## src/rtl/vend_txn_controller.sv

```systemverilog
// Vending machine transaction sequencer: coin credit, selection checks, dispense
// handshake and greedy change payout. Every output comes straight from a register.
module vend_txn_controller #(
    parameter int PRICE0      = 15,
    parameter int PRICE1      = 20,
    parameter int PRICE2      = 25,
    parameter int PRICE3      = 30,
    parameter int PRICE4      = 35,
    parameter int CREDIT_MAX  = 100,
    parameter int TIMEOUT_CYC = 1000
) (
    input  logic       clock,
    input  logic       reset,
    input  logic       coin_valid,
    input  logic [1:0] coin,
    output logic       coin_accept,
    output logic       coin_reject,
    input  logic       sel_valid,
    input  logic [2:0] sel,
    input  logic       cancel,
    output logic       err_sel,
    output logic       disp_req,
    output logic [2:0] disp_item,
    input  logic       disp_done,
    output logic       chg_valid,
    output logic [1:0] chg_coin,
    input  logic       chg_ready,
    output logic [7:0] credit,
    output logic       busy
);

    localparam int TW = (TIMEOUT_CYC > 2) ? $clog2(TIMEOUT_CYC) : 1;

    typedef enum logic [1:0] {IDLE, COLLECT, DISPENSE, CHANGE} state_t;

    state_t        state, state_nx;
    logic [7:0]    credit_nx;
    logic [2:0]    item_nx;
    logic [TW-1:0] tmo_cnt, tmo_nx;
    logic          acc_nx, rej_nx, err_nx;
    logic          req_nx, cv_nx, busy_nx;
    logic [1:0]    coin_nx;
    logic [8:0]    sum9;

    function automatic logic [7:0] coin_value(input logic [1:0] c);
        case (c)
            2'd0:    coin_value = 8'd5;
            2'd1:    coin_value = 8'd10;
            2'd2:    coin_value = 8'd20;
            default: coin_value = 8'd50;
        endcase
    endfunction

    function automatic logic [1:0] greedy_coin(input logic [7:0] amt);
        if (amt >= 8'd50)      greedy_coin = 2'd3;
        else if (amt >= 8'd20) greedy_coin = 2'd2;
        else if (amt >= 8'd10) greedy_coin = 2'd1;
        else                   greedy_coin = 2'd0;
    endfunction

    function automatic logic [7:0] item_price(input logic [2:0] s);
        case (s)
            3'd0:    item_price = 8'(PRICE0);
            3'd1:    item_price = 8'(PRICE1);
            3'd2:    item_price = 8'(PRICE2);
            3'd3:    item_price = 8'(PRICE3);
            default: item_price = 8'(PRICE4);
        endcase
    endfunction

    // 9-bit sum so the overflow check cannot be fooled by an 8-bit wrap
    assign sum9 = {1'b0, credit} + {1'b0, coin_value(coin)};

    always_comb begin
        state_nx  = state;
        credit_nx = credit;
        item_nx   = disp_item;
        tmo_nx    = tmo_cnt;
        acc_nx    = 1'b0;
        rej_nx    = 1'b0;
        err_nx    = 1'b0;
        case (state)
            IDLE: begin
                if (coin_valid) begin
                    acc_nx    = 1'b1;
                    credit_nx = coin_value(coin);
                    tmo_nx    = '0;
                    state_nx  = COLLECT;
                end else if (sel_valid) begin
                    err_nx = 1'b1;
                end
            end
            COLLECT: begin
                if (cancel) begin
                    rej_nx   = coin_valid;
                    state_nx = CHANGE;
                end else if (sel_valid) begin
                    rej_nx = coin_valid;
                    tmo_nx = '0;
                    if (sel <= 3'd4 && credit >= item_price(sel)) begin
                        credit_nx = credit - item_price(sel);
                        item_nx   = sel;
                        state_nx  = DISPENSE;
                    end else begin
                        err_nx = 1'b1;
                    end
                end else if (coin_valid && sum9 <= 9'(CREDIT_MAX)) begin
                    acc_nx    = 1'b1;
                    credit_nx = sum9[7:0];
                    tmo_nx    = '0;
                end else begin
                    // an overflow-rejected coin is not activity: the timeout keeps running
                    rej_nx = coin_valid;
                    if (tmo_cnt == TW'(TIMEOUT_CYC - 1)) state_nx = CHANGE;
                    else                                 tmo_nx   = tmo_cnt + TW'(1);
                end
            end
            DISPENSE: begin
                rej_nx = coin_valid;
                if (disp_done) state_nx = (credit == 8'd0) ? IDLE : CHANGE;
            end
            CHANGE: begin
                rej_nx = coin_valid;
                if (chg_ready) begin
                    credit_nx = credit - coin_value(chg_coin);
                    if (credit_nx == 8'd0) state_nx = IDLE;
                end
            end
            default: state_nx = IDLE;
        endcase

        req_nx  = (state_nx == DISPENSE);
        cv_nx   = (state_nx == CHANGE);
        coin_nx = cv_nx ? greedy_coin(credit_nx) : 2'd0;
        busy_nx = req_nx | cv_nx;
    end

    always_ff @(posedge clock) begin
        if (!reset) begin
            state       <= IDLE;
            credit      <= '0;
            disp_item   <= '0;
            tmo_cnt     <= '0;
            coin_accept <= 1'b0;
            coin_reject <= 1'b0;
            err_sel     <= 1'b0;
            disp_req    <= 1'b0;
            chg_valid   <= 1'b0;
            chg_coin    <= '0;
            busy        <= 1'b0;
        end else begin
            state       <= state_nx;
            credit      <= credit_nx;
            disp_item   <= item_nx;
            tmo_cnt     <= tmo_nx;
            coin_accept <= acc_nx;
            coin_reject <= rej_nx;
            err_sel     <= err_nx;
            disp_req    <= req_nx;
            chg_valid   <= cv_nx;
            chg_coin    <= coin_nx;
            busy        <= busy_nx;
        end
    end

endmodule

```

## config.mk

```make
export PLATFORM = sky130hd
export DESIGN_NAME = vend_txn_controller
export DESIGN_NICKNAME = d
export VERILOG_FILES = /design/src/rtl/vend_txn_controller.sv
export SDC_FILE = /design/constraint.sdc
export NUM_CORES = 1
export LEC_CHECK = 0
export CAP_MARGIN = 20
export CORE_MARGIN = 8
export CORE_UTILIZATION = 41
export DETAILED_ROUTE_END_ITERATION = 8
export DONT_BUFFER_PORTS = 1
export HOLD_SLACK_MARGIN = 0.1
export PLACE_DENSITY_LB_ADDON = 0.1
export SLEW_MARGIN = 20
export SYNTH_ARGS = -nofsm -noshare
export SYNTH_HDL_FRONTEND = slang
export SYNTH_SLANG_ARGS = --single-unit
```

## constraint.sdc

```tcl
create_clock -name clock -period 6.37 [get_ports clock]
set_input_delay 1.274 -clock clock [delete_from_list [all_inputs] [get_ports clock]]
set_output_delay 1.274 -clock clock [all_outputs]
set_load 0.01 [all_outputs]
```

Word-level counts from Yosys, hierarchy flattened:

Index checks and enable logic that the tools add are counted.

* $add $sub $neg: 4
* multipliers: 0
* div/mod/pow operators: 0
* order comparisons: 6
* eq/ne operators: 16
* shift-type cells: 0
* multiplexer cells: 54
* bitwise logic cells: 2
* reduce and logical (&&, ||, !) cells: 13

Operators by type and width (count)
* $mux W8: 15
* $mux W10: 5
* $pmux W6 S3: 2
* $mux W2: 12
* $pmux W6 S4: 1
* $pmux W8 S3: 1
* $pmux W10 S2: 1
* $logic_not A8 Y1: 2
* $sub A8 B8 Y8: 2
* $mux W1: 13
* $eq A2 B2 Y1 const B: 6
* $add A10 B1 Y10 const B: 1
* $eq A10 B10 Y1 const B: 1
* $add A8 B8 Y9: 1
* $le A9 B7 Y1 const B: 1
* $ge A8 B4 Y1 const B: 1
* $ge A8 B5 Y1 const B: 1
* $ge A8 B6 Y1 const B: 1
* $ge A8 B8 Y1: 1
* $pmux W2 S4: 1
* $reduce_and A4 Y1: 2
* $eq A2 B1 Y1 const B: 3
* $eq A3 B2 Y1 const B: 2
* $logic_not A2 Y1: 3
* other kinds (12): 16

* flip-flop bits (word level): 31
* latch bits: 0
* RAM bits: 0
* ROM bits: 0
* input bits: 12
* output and inout bits: 19
* logic and storage cells: 106
* memories: 0

Logic depth before layout (Yosys ltp):

* word-level depth: 20
* mapped depth: 14
* depth with buffers taken out: 13

Worst setup path before layout:

OpenSTA, ideal clock, no wires.

* kind: in2reg
* start: in coin[1]
* end: reg chg_coin[0]
* library setup time: 0.060 ns
* arrival: 3.975 ns
* required time: 6.310 ns
* setup slack: 2.335 ns
* stages on the path: 14
* buffers on the path: 1
* path through: nor2_1 ha_1 inv_1 fa_1 and2b_2 o22ai_2 xnor2_1 o211a_4 a21oi_2 or4b_1 buf_2 o311a_4 nor3b_4 o2111a_1

* cells in the longest elaborated chain, start to end: 13
* elaborated cells on any way between the ends: 24
* those cells by class: add/sub (1); order compare (4); eq/ne (3); mux (13); reduce/logical (3)

Ends and longest elaborated chain
* start: declaration: line 15 `input logic [1:0] coin,`
* $eq A2 B2 Y1 (tied with other cells): line 46 `case (c)`
* $pmux W6 S3 (*): line 46
* $add A8 B8 Y9: line 72 `assign sum9 = {1'b0, credit} + {1'b0, coin_value(coin)};`
* $le A9 B7 Y1: line 107 `end else if (coin_valid && sum9 <= 9'(CREDIT_MAX)) begin`
* $logic_and A1 B1 Y1: line 107
* $mux W8: line 107
* $mux W8: line 97 `end else if (sel_valid) begin`
* $mux W8: line 94 `if (cancel) begin`
* $pmux W8 S3: line 82 `case (state)`
* $ge A8 B4 Y1: line 57 `else if (amt >= 8'd10) greedy_coin = 2'd1;`
* $mux W1: line 57
* $mux W2: line 56 `else if (amt >= 8'd20) greedy_coin = 2'd2;`
* $mux W2: line 55 `if (amt >= 8'd50) greedy_coin = 2'd3;`
* end signal: assignment: line 161 `chg_coin <= coin_nx;`
* end: declaration: line 26 `output logic [1:0] chg_coin,`

Mark *: on every way between the ends. The rest lies on a longest branch, timed or not.
A chain may end at the register's enable or synchronous reset.

Final worst setup path:

* start: in sel[0]
* end: reg chg_coin[0]

* cells in the longest elaborated chain, start to end: 15
* elaborated cells on any way between the ends: 32
* those cells by class: add/sub (1); order compare (5); eq/ne (4); mux (19); reduce/logical (3)

Ends and longest elaborated chain
* start: declaration: line 19 `input logic [2:0] sel,`
* $eq A3 B2 Y1 (tied with other cells): line 62 `case (s)`
* $pmux W6 S4: line 62
* $mux W8 (on tied branches): line 100, 97
* $mux W8 (on tied branches): line 97, 94
* $mux W8 (on tied branches): line 94, 82
* $mux W8 or $ge A8 B8 Y1 (tied branches): line 82, 100
* $sub A8 B8 Y8 or $logic_and A1 B1 Y1 (tied branches): line 101, 100
* $mux W8: line 100 `if (sel <= 3'd4 && credit >= item_price(sel)) begin`
* $mux W8: line 97
* $mux W8: line 94
* $pmux W8 S3: line 82
* $ge A8 B4 Y1: line 57
* $mux W1: line 57
* $mux W2: line 56
* $mux W2: line 55

Several ways; a longest one is shown, not always the timed one. The select of a mux whose other input is x is not followed.

==> out/results.ini <==
[run_status]
status=complete, no violations

[yosys]
synth_flop_cell=dfxtp_1
syn_inst=397
synth.cell_area_um2=3048
ys_ff_latch=30
synth.distinct_cells=71
netlist.area_leader.share=0.1970
yosys_warnings=0
synth.area.top_cells=dfxtp_1, ha_1, nand2_1, nor2_1, o21ai_0
synth_top_area_cell=dfxtp_1
synth.avg_cell_area_um2=7.677
synth_edf_count=0
ys_async_sr_fraction=0
ys_seq_area_frac=0.1970
synth_nets=431

[floorplan]
die_y_um=102.2
dieArea_um2=10450
core_area_um2=7214
io_pins=31
rows=31
die_w_um=102.2
initial_core_util=0.4225

[placed_design]
dp_hpwl_mm=7.161
gp_congestion=0.8923
port_buffers=0
dpl_cell_area_um2=3120

[sta]
skew_ns=0.008605
tightest_slew_ns=0.7334
finalCritPeriodShare=0.6428
min_period_ns=4.094
rsz0062_at_grt=false
finalSetupTns_ns=0
hold_viol=0
slew_headroom=0.5033
slew_violations=0
setup_viol=0
max_freq_mhz=244.2

[final_layout]
area_delta_synth_final_pct=5.090
diodes=0
nets=423
fin_area_um2=3203
drive_above_1_share=0.08247

[pwr]
internal_power_uw=507.3
p_sw_frac=0.4709
p_comb_frac=0.568
seqPwrFrac=0.277
p_per_area_nw_per_um2=299.3
p_switching_uw=451.4
ir_drop_uv=139.0
p_leak_uw=0.001209
clockPowerShare=0.155

[detailed_routing]
dr.pass1.iters=5
routed_wl_mm=9.081
ant_nets=0
wl_per_cell_um=18.65
drc=0
viasPerCell=6.164
vias=3002
drtIter0Drc=277

[clock_tree]
clkTransAtPathRegs_ns=0.07
cts_tree=yes
clk_latency_ns=0.28
cts_hold_buf=0
cts_buffer_depth=2
cts_max_level=2
cts_setup_buffers=0
cts_resized=0
clock-sinks=30
cts_root_buf=clkbuf_8
cts_buffers=5

[setup_path]
worstPathArrival_ns=4.32
crit_slowest_cell=o311a_1
critPathMaxStageDelay_ns=0.59
crit_top_cell=nand2b_1
cp_max_fo=16
crit_required_ns=6.60
cp_cell_sequence=nand2b_1 -> a21o_1 -> fa_1 -> nand2b_1 -> a21oi_1 -> o311a_1 -> nand2_1 -> o31ai_1 -> a221oi_1 -> and3_1 -> o211ai_1 -> o2111a_1
crit_family=compound AO/OA/AOI/OAI gates
reg2reg_depth=11
worst_setup_path_end_kind=register
worstPathBufferInverterCount=0
worstSetupPathDepth=12
crit_type=input port to register
start_kind=input port

[grt]
grt_antenna_before_repair=0
use_met3=0.04837
grt_pass1_wl_mm=14.70
grt_pass1_vias=2795
top_usage_layer=met2
met2_usage=0.2819
grt_max_degree=24
grt_use_total=0.1799
grt_use_met1=0.2379
globalRouteOverflowTotal=0

[min_path]
hold_path.class=register to register
hold_path_depth=2

[job]
maxCapViolations=0

[area by class of cell]
| class | instances | area (um^2) |
|---|---|---|
| repair buffers | 2 | 15.01 |
| inverters | 17 | 63.81 |
| well taps | 99 | 123.9 |
| multi-input cells | 333 | 2317 |
| flip-flops and latches | 30 | 600.6 |
| clock buffers | 6 | 82.58 |
| fillers | 774 | 4011 |
[kinds of logic after synthesis]
| group | synth area share |
|---|---|
| DFF | 0.1970 |
| AOI/OAI and AO/OA | 0.3169 |
| adders and majority gates | 0.09770 |
| xor gates and xnor gates | 0.05460 |
| buffers and inverters | 0.04269 |
| and+or+nand+nor | 0.2693 |
| muxes | 0.02176 |
[power by group through the flow]
stage	logic [uW]	registers, uW	clock network, uW
4_1_cts	538	266	153
3_3_place_gp	536	271	0
3_5_place_dp	534	270	0
6_report	545	265	148
2_1_floorplan	429	244	0
5_1_grt	599	269	165
[worst reg2reg max path: cells and delay by family, from the launching register on]
kind / cells / cell delay, ns
compound gates: 6 / 1.58
fa+ha+maj: 1 / 0.50
buf+inv: 1 / 0.29
flops: 1 / 0.70
simple gates: 3 / 0.69
[final timing paths]
path,from,slack [ns],end
worst max register to register,credit[1],2.57,chg_coin[0]
worst max-delay path,sel[0],2.28,chg_coin[0]
worst min register to register,tmo_cnt[7],0.49,tmo_cnt[7]
worst min-delay path,tmo_cnt[7],0.49,tmo_cnt[7]
[synthesized netlist by cell type (10+ instances only)]
cell and instances:
nand2_1 39, nor2_1 33, dfxtp_1 30, o21ai_0 23
a21oi_1 21, ha_1 19, inv_1 17, clkbuf_1 14
nor2b_1 12, xor2_1 12, o211ai_1 11, and2_1 10
[per-stage QoR]
step | utilization | power, uW | std cells | hold WS [ns] | worst slack [ns]
finish | 0.4440 | 958.6 | 487 | 0.4876 | 2.276
floorplan | - | 673.8 | 397 | 0.4536 | 2.335
global route | 0.4440 | 1034 | 487 | 0.5411 | 2.070
CTS | 0.4440 | 956.2 | 487 | 0.4891 | 2.299
detailed placement | 0.4325 | 803.9 | 481 | 0.4813 | 2.013
global placement | 0.4325 | 806.3 | 481 | 0.4720 | 2.019
[registers in the layout (all words and copies together), names as in the netlist, 2 cells and up]
register,cells
chg_coin,2
credit,8
disp_item,3
tmo_cnt,10
[metal layers]
layer / up-vias / share of wire
met3: 10 / 0.087
met5: - / 0
met1: 1396 / 0.45
li1: 1466 / -
met4: 0 / 0.010
met2: 130 / 0.45
[placed cells by master, fill, tap and decap left out, types with 4 or more instances in the layout]
master / count
nand3_1: 9
clkbuf_8: 6
nand3b_1: 4
xnor2_1: 7
a21boi_0: 7
and2_1: 10
a211oi_1: 7
dfxtp_1: 30
nor2b_1: 12
nor4_1: 4
nand4_1: 7
nor3_1: 9
a21o_1: 7
mux2_2: 5
inv_1: 17
nor2_1: 33
o221ai_1: 6
nand2b_1: 6
a21oi_1: 21
ha_1: 19
and3_1: 8
o211ai_1: 11
o31ai_1: 4
nand2_1: 39
o21ai_0: 23
xor2_1: 12
Note: power is estimated with default switching activity, not from simulation.
